**src/rtl/morse_char_sequencer.sv**
```systemverilog
// Morse keying sequencer: times key marks/spaces against a unit tick, builds the
// symbol vector for an external recognizer and hands characters out via valid/ready.
//
// state     | meaning
// ----------+--------------------------------------------------------------
// IDLE      | no character in progress, waiting for a key press
// MARK      | key held, counting ticks to classify dit/dah
// GAP       | key released, waiting for a character gap
// EMIT      | character latched, waiting for downstream acceptance
// WGAP      | between characters, waiting for a word gap
// EMIT_WORD | space latched, waiting for downstream acceptance
module morse_char_sequencer #(
    parameter int MORSE_LEN_W    = 3,
    parameter int MAX_MORSE_LEN  = 5,
    parameter int CHAR_W         = 8,
    parameter int CNT_W          = 8,
    parameter int DAH_UNITS      = 3,
    parameter int CHAR_GAP_UNITS = 3,
    parameter int WORD_GAP_UNITS = 7
) (
    input  logic                     clk,
    input  logic                     rst_n,
    input  logic                     key,
    input  logic                     tick,
    output logic [MORSE_LEN_W-1:0]   rec_len,
    output logic [MAX_MORSE_LEN-1:0] rec_dits_dahs,
    input  logic [CHAR_W-1:0]        rec_char,
    output logic [CHAR_W-1:0]        out_char,
    output logic                     out_valid,
    input  logic                     out_ready,
    output logic                     err_overflow,
    output logic                     err_overrun
);

    typedef enum logic [2:0] {
        IDLE, MARK, GAP, EMIT, WGAP, EMIT_WORD
    } state_t;

    state_t                   state_q, state_d;
    logic [CNT_W-1:0]         cnt_q, cnt_d;
    logic                     ovf_q, ovf_d;
    logic [MORSE_LEN_W-1:0]   len_q, len_d;
    logic [MAX_MORSE_LEN-1:0] vec_q, vec_d;
    logic [CHAR_W-1:0]        out_char_q, out_char_d;
    logic                     out_valid_q, out_valid_d;
    logic                     err_overflow_q, err_overflow_d;
    logic                     err_overrun_q, err_overrun_d;
    logic                     key_q, key_d;

    always_ff @(posedge clk or negedge rst_n) begin
        if (!rst_n) begin
            state_q        <= IDLE;
            cnt_q          <= '0;
            ovf_q          <= 1'b0;
            len_q          <= '0;
            vec_q          <= '0;
            out_char_q     <= '0;
            out_valid_q    <= 1'b0;
            err_overflow_q <= 1'b0;
            err_overrun_q  <= 1'b0;
            key_q          <= 1'b0;
        end else begin
            state_q        <= state_d;
            cnt_q          <= cnt_d;
            ovf_q          <= ovf_d;
            len_q          <= len_d;
            vec_q          <= vec_d;
            out_char_q     <= out_char_d;
            out_valid_q    <= out_valid_d;
            err_overflow_q <= err_overflow_d;
            err_overrun_q  <= err_overrun_d;
            key_q          <= key_d;
        end
    end

    always_comb begin
        state_d        = state_q;
        cnt_d          = cnt_q;
        ovf_d          = ovf_q;
        len_d          = len_q;
        vec_d          = vec_q;
        out_char_d     = out_char_q;
        out_valid_d    = out_valid_q;
        err_overflow_d = 1'b0;
        err_overrun_d  = 1'b0;
        key_d          = key;

        if (tick && (cnt_q != {CNT_W{1'b1}}))
            cnt_d = cnt_q + CNT_W'(1);

        case (state_q)
            IDLE: begin
                len_d = '0;
                vec_d = '0;
                if (key) begin
                    state_d = MARK;
                    cnt_d   = '0;
                end
            end
            MARK: begin
                if (!key) begin
                    if (len_q == MORSE_LEN_W'(MAX_MORSE_LEN)) begin
                        ovf_d = 1'b1;
                    end else begin
                        vec_d = {vec_q[MAX_MORSE_LEN-2:0], (cnt_q >= CNT_W'(DAH_UNITS))};
                        len_d = len_q + MORSE_LEN_W'(1);
                    end
                    state_d = GAP;
                    cnt_d   = '0;
                end
            end
            GAP: begin
                // A press on the threshold cycle continues the character.
                if (key) begin
                    state_d = MARK;
                    cnt_d   = '0;
                end else if (cnt_q == CNT_W'(CHAR_GAP_UNITS)) begin
                    if (ovf_q) begin
                        err_overflow_d = 1'b1;
                        ovf_d          = 1'b0;
                        len_d          = '0;
                        vec_d          = '0;
                        state_d        = WGAP;
                    end else begin
                        out_char_d  = rec_char;
                        out_valid_d = 1'b1;
                        state_d     = EMIT;
                    end
                end
            end
            EMIT, EMIT_WORD: begin
                len_d = '0;
                vec_d = '0;
                if (key && !key_q)
                    err_overrun_d = 1'b1;
                if (out_valid_q && out_ready) begin
                    out_valid_d = 1'b0;
                    state_d     = (state_q == EMIT) ? WGAP : IDLE;
                end
            end
            WGAP: begin
                len_d = '0;
                vec_d = '0;
                if (key) begin
                    state_d = MARK;
                    cnt_d   = '0;
                end else if (cnt_q >= CNT_W'(WORD_GAP_UNITS)) begin
                    // len is zero here, so the recognizer presents a space.
                    out_char_d  = rec_char;
                    out_valid_d = 1'b1;
                    state_d     = EMIT_WORD;
                end
            end
            default: state_d = IDLE;
        endcase
    end

    assign rec_len       = len_q;
    assign rec_dits_dahs = vec_q;
    assign out_char      = out_char_q;
    assign out_valid     = out_valid_q;
    assign err_overflow  = err_overflow_q;
    assign err_overrun   = err_overrun_q;

endmodule
```
**config.mk**
```make
export PLATFORM = sky130hd
export DESIGN_NAME = morse_char_sequencer
export DESIGN_NICKNAME = d
export VERILOG_FILES = /design/src/rtl/morse_char_sequencer.sv
export SDC_FILE = /design/constraint.sdc
export NUM_CORES = 1
export LEC_CHECK = 0
export CAP_MARGIN = 5
export CORE_MARGIN = 3
export CORE_UTILIZATION = 52
export DETAILED_ROUTE_END_ITERATION = 12
export PLACE_DENSITY = 0.83
export SLEW_MARGIN = 20
export SYNTH_ARGS = -nofsm -noshare
export SYNTH_HDL_FRONTEND = slang
export SYNTH_SLANG_ARGS = --single-unit
```
**constraint.sdc**
```tcl
create_clock -name clk -period 2.4 [get_ports clk]
set_input_delay 0.6 -clock clk [delete_from_list [all_inputs] [get_ports clk]]
set_output_delay 0.6 -clock clk [all_outputs]
set_load 0.005 [all_outputs]
```
==> results of run 1 <==
[cell families (layout without fill, tap and decap cells)]
kind of cell               count (synthesis)  after routing  share of synthesized area (%)
AOI/OAI and AO/OA                         42             42                           19.0
xor gates and xnor gates                   5              5                           2.48
adders and majority gates                  5              5                           3.55
buffers and inverters                     14             51                           3.55
DFF                                       32             32                           45.4
muxes                                     13             13                           8.23
and+or+nand+nor                           52             52                           17.7
[area by class of cell]
class	instances	area [um2]	share of cell area, %
clock buffer	6	51.3	2.33
clock inverter	2	10.0	0.455
inverter	5	18.8	0.854
multi-input combinational	117	900	40.9
sequential	32	801	36.4
tap	44	55.1	2.50
timing repair buffer	38	363	16.5
[registers in the layout (all words and copies together) (netlist names)]
name           flops
ovf_q              1
out_char           8
key_q              1
cnt_q              8
out_valid          1
err_overflow       1
err_overrun        1
rec_len            3
rec_dits_dahs      5
state_q            3
[worst paths after layout]
| path | depth (start not counted) | from | end |
|---|---|---|---|
| worst max-delay path | 6 | state_q[2] | rec_dits_dahs[3] |
| worst min-delay path | 1 | key_q | err_overrun |
| worst max register to register | 6 | state_q[2] | rec_dits_dahs[3] |
| worst min register to register | 1 | key_q | err_overrun |
| max in group asynchronous | 2 | rst_n | out_char[6] |
| min in group asynchronous | 2 | rst_n | out_valid |
[power by group through the flow]
stage / Combinational (mW) / Clock (mW) / Sequential, mW
floorplan: 0.571 / 0 / 0.781
global route: 0.990 / 0.350 / 0.862
CTS: 0.899 / 0.328 / 0.833
finish: 0.897 / 0.320 / 0.834
global placement: 0.853 / 0 / 0.828
detailed placement: 0.889 / 0 / 0.843
[critical path: stages, from the launching register on]
cell     delay (ns)
dfrtp_1        0.52
buf_4          0.23
nor3b_1        0.39
a221o_1        0.41
nor2_4         0.08
buf_4          0.16
a31o_2         0.24
[routing by layer]
layer  GRT usage [%]  vias up
met2            32.5       36
met4            7.12        0
met3            4.75        4
met1            25.0      672
met5               0        -
li1                -      681
[cell usage after synthesis, types with 2 or more instances]
library cell,instances,share of area [%]
buf_2,4,1.1
o211ai_1,2,0.85
nor4_1,2,0.71
mux2_2,12,7.7
o31ai_1,3,1.3
nand2_1,6,1.3
ha_1,5,3.5
nand4_1,5,1.8
nor3b_1,3,1.3
a211o_1,2,0.99
o21ai_0,8,2.3
nor2b_1,2,0.71
o21a_1,4,1.7
clkbuf_1,3,0.64
and3_1,3,1.1
dfrtp_1,32,45
a31o_2,4,2.0
or3_1,2,0.71
nand3_1,3,0.85
inv_1,5,1.1
a21oi_1,4,1.1
nor3_1,4,1.1
nand3b_1,2,0.85
or3b_1,2,0.99
xor2_1,5,2.5
nor2_1,11,2.3
a211oi_1,4,1.7
==> impl_metrics.yaml, run 1 <==
sta:
  slew_headroom_pct: 56.9
  clock.fmax_ghz: 0.467
  period_share_pct: 89.2
  totalNegativeSetupSlack_ns: 0
  fin_skew_ns: 0.00348
  slew_viol_final: 0
  rsz0062_at_grt: "false"
  setup_viol: 0
  worstMarginPinSlew_ns: 0.639
  finalHoldViolCount: 0
  period_minus_slack_ns: 2.14
  holdWs_ns: 0.411
  finalWorstSetupSlack_ns: 0.259
detailed_routing:
  num_vias: 1393
  drc: 0
  antenna_left: 0
  met3_length_um: 137
  vias_per_cell: 5.71
  wl_per_cell_um: 14.7
  dr.first_iter.drc_count: 99
  met2_length_mm: 1.84
  maxUsedRoutingLayer: "met4"
  wl_met1_mm: 1.56
  routed_wl_mm: 3.59
  drtPass1Iterations: 4
setup_path:
  worst_setup_path_end_kind: "flop"
  cp.arrival_ns: 2.37
  cp_max_fo: 12
  cp-start-kind: "flop"
  critical_path_class: "flop to flop"
  worstPathRequired_ns: 2.63
  r2r_slack_ns: 0.26
yosys:
  synth_cells: 163
  syn_area_um2: 1760
  synth-warning-count: 0
  avgSynthCellArea_um2: 10.8
  ys_seq_area_share_pct: 45.4
  ys_seq_elements: 32
  syn_nets: 181
  synth_edf_count: 0
  synthFlopType: "dfrtp_1"
  async_reset_ff_share_pct: 100
  synth.distinct_cells: 48
cells_and_area:
  post-route-cell-area_um2: 2200
  layoutNonFillerInstCount: 244
  post-route-util_pct: 69.7
  fillCellCount: 244
  mostFrequentLayoutCells: "32 x dfrtp_1, 31 x clkdlybuf4s50_1, 12 x mux2_2, 11 x nor2_1, 8 x o21ai_0"
  fin_nets: 217
  mostFrequentLayoutCell: "dfrtp_1"
  drive_gt1_share_pct: 18.5
  area_growth_pct: 24.7
  n_antenna_cell: 0
die:
  die_w_um: 64.2
  dieArea_um2: 4120
  io_pins: 32
  dieHeight_um: 64.2
  rows: 20
  initial_utilization_pct: 55.9
  core_area_um2: 3150
pwr:
  comb_power_share_pct: 43.7
  ir_drop_v: 0.000593
  sw_frac_of_total_pct: 36.3
  leakage_nw: 0.941
  power_mw: 2.05
  seq_power_share_pct: 40.7
  powerDensity_nw_per_um2: 933
  power_switching_mw: 0.744
  internal-power_mw: 1.31
  pwr-share-clk_pct: 15.6
clock_network:
  cts_resized: 0
  cts_setup_buffers: 0
  cts_hold_buf: 0
  cts_root_buf: "clkbuf_4"
  path_clk_slew_ns: 0.10
  clock_latency_ns: 0.33
  clockBufferDepth: 2
  clock_sinks: 32
  htreeDepth: 2
  cts_tree: "yes"
  cts_buffers: 5
placed_design:
  place_congestion: 0.857
  place_ws_ns: 0.0652
  post-dp-hpwl_mm: 2.66
  place_inst: 236
  placedInstanceArea_um2: 2140
  port_buffers: 31
global_routing:
  antenna_found_initial: 0
  grt_pass1_vias: 1369
  grt_max_degree: 33
  grt_pass1_wl_mm: 6.40
  grt_usage_pct: 19.7
  gr-total-overflow: 0
job:
  cap_violations: 0
worst_hold_path:
  hp-class: "flop to flop"
run_status:
  status: "finished clean"
No activity file was read; power rests on OpenSTA's default activity.
==> run 2, diff against run 1 <==
--- a/config.mk
+++ b/config.mk
@@ -10,6 +10,7 @@
 export CORE_UTILIZATION = 52
 export DETAILED_ROUTE_END_ITERATION = 12
 export PLACE_DENSITY = 0.83
+export REMOVE_ABC_BUFFERS = 1
 export SLEW_MARGIN = 20
 export SYNTH_ARGS = -nofsm -noshare
 export SYNTH_HDL_FRONTEND = slang
==> run 2 against run 1 <==
Effect of this change:
- total power up 0.69%
- final cell count shrank 0.41%
- largest power group unchanged
- highest routed layer unchanged
- utilization down 0.32 points
- via count increased by 2.4%
- sequential share of layout area rose by 0.17 points
- worst hold slack improved by 0.036 ns
- sequential power increased by 2%
- clock skew increased by 0.0092 ns
- global-route usage up 0.95 points
==> impl_metrics.yaml, run 2 (synthesis gave the netlist of run 1 again) <==
worst_hold_path:
  hp-class: "flop to flop"
sta:
  holdWs_ns: 0.447
  worstMarginPinSlew_ns: 0.672
  fin_skew_ns: 0.0127
  setup_viol: 0
  period_share_pct: 88.8
  clock.fmax_ghz: 0.469
  rsz0062_at_grt: "false"
  slew_headroom_pct: 54.7
  slew_viol_final: 0
  finalHoldViolCount: 0
  totalNegativeSetupSlack_ns: 0
  period_minus_slack_ns: 2.13
cells_and_area:
  n_antenna_cell: 0
  fillCellCount: 242
  multi_input_area_um2: 900
  mostFrequentLayoutCells: "32 x dfrtp_1, 31 x clkdlybuf4s50_1, 12 x mux2_2, 11 x nor2_1, 8 x o21ai_0"
  post-route-cell-area_um2: 2190
  fin_nets: 216
  mostFrequentLayoutCell: "dfrtp_1"
  seq_area_um2: 801
  layoutNonFillerInstCount: 243
  area_growth_pct: 24.1
  drive_gt1_share_pct: 17.1
setup_path:
  worst_setup_path_end_kind: "flop"
  max_stage_delay_ns: 0.67
  worstPathRequired_ns: 2.62
  cp-start-kind: "flop"
  critical_path_class: "flop to flop"
  cp.arrival_ns: 2.36
  r2r_slack_ns: 0.27
  slowest_stage: "dfrtp_1"
  cp_max_fo: 16
  crit_chain: "or3b_1 > or2_1 > o21ai_4 > mux2_2"
detailed_routing:
  dr.first_iter.drc_count: 117
  num_vias: 1426
  routed_wl_mm: 3.82
  antenna_left: 0
  wl_per_cell_um: 15.7
  vias_per_cell: 5.87
  drc: 0
  drtPass1Iterations: 4
pwr:
  ir_drop_v: 0.000437
  powerDensity_nw_per_um2: 944
  power_mw: 2.07
  leakage_nw: 0.930
clock_network:
  cts_buffers: 5
  clock_sinks: 32
  clockBufferDepth: 2
  clock_latency_ns: 0.34
  path_clk_slew_ns: 0.10
  cts_setup_buffers: 0
  cts_resized: 0
  cts_tree: "yes"
  cts_hold_buf: 0
  cts_root_buf: "clkbuf_4"
  htreeDepth: 2
die:
  dieHeight_um: 64.2
  initial_utilization_pct: 55.9
  io_pins: 32
  rows: 20
  dieArea_um2: 4120
  die_w_um: 64.2
  core_area_um2: 3150
global_routing:
  gr-total-overflow: 0
  grt_pass1_vias: 1418
  grt_pass1_wl_mm: 6.53
  grt_usage_pct: 20.6
  grt_max_degree: 33
  antenna_found_initial: 0
job:
  cap_violations: 0
placed_design:
  port_buffers: 31
  placedInstanceArea_um2: 2130
  place_congestion: 0.886
  post-dp-hpwl_mm: 2.66
  place_inst: 235
run_status:
  status: "finished clean"
-- run 2: layer usage --
metal  routed length (um)  global-route usage [%]  up-vias
li1                     -                       -      675
met5                    0                       0        -
met3                  166                    6.15        9
met1                 1630                    24.8      703
met4                   82                    9.76        0
met2                 1940                    33.7       39
-- run 2: power by group --
| part | switching [mW] | internal [mW] | total, mW |
|---|---|---|---|
| logic | 0.402 | 0.492 | 0.893 |
| registers | 0.174 | 0.675 | 0.848 |
| clock network | 0.179 | 0.144 | 0.323 |
-- run 2: path summary, 6_finish.rpt --
check,startpoint,end,cells after the start
max,state_q[2],out_char[4],4
min,key_q,err_overrun,1
max reg2reg,state_q[2],out_char[4],4
min reg2reg,key_q,err_overrun,1
max in group asynchronous,rst_n,rec_dits_dahs[4],2
min in group asynchronous,rst_n,rec_len[1],2
-- run 2: critical path: cells and delay by family (launching register included) --
kind	cells	cell delay, ns
multiplexers	1	0.38
AO/OA/AOI/OAI	1	0.29
AND/OR/NAND/NOR	2	0.69
flip-flops	1	0.67
-- run 2: through the flow --
stage,setup WS [ns],utilization [%]
after floorplan,0.471,-
after global placement,0.152,67.5
after detailed placement,0.0942,67.5
after global routing,0.150,69.4
final,0.269,69.4
after CTS,0.267,69.4
-- run 2: cell type report --
class	instances	area share, %
flip-flops and latches	32	36.6
clock buffers	8	2.69
well taps	44	2.52
repair buffers	37	16.2
multi-input cells	117	41.1
inverters	5	0.858
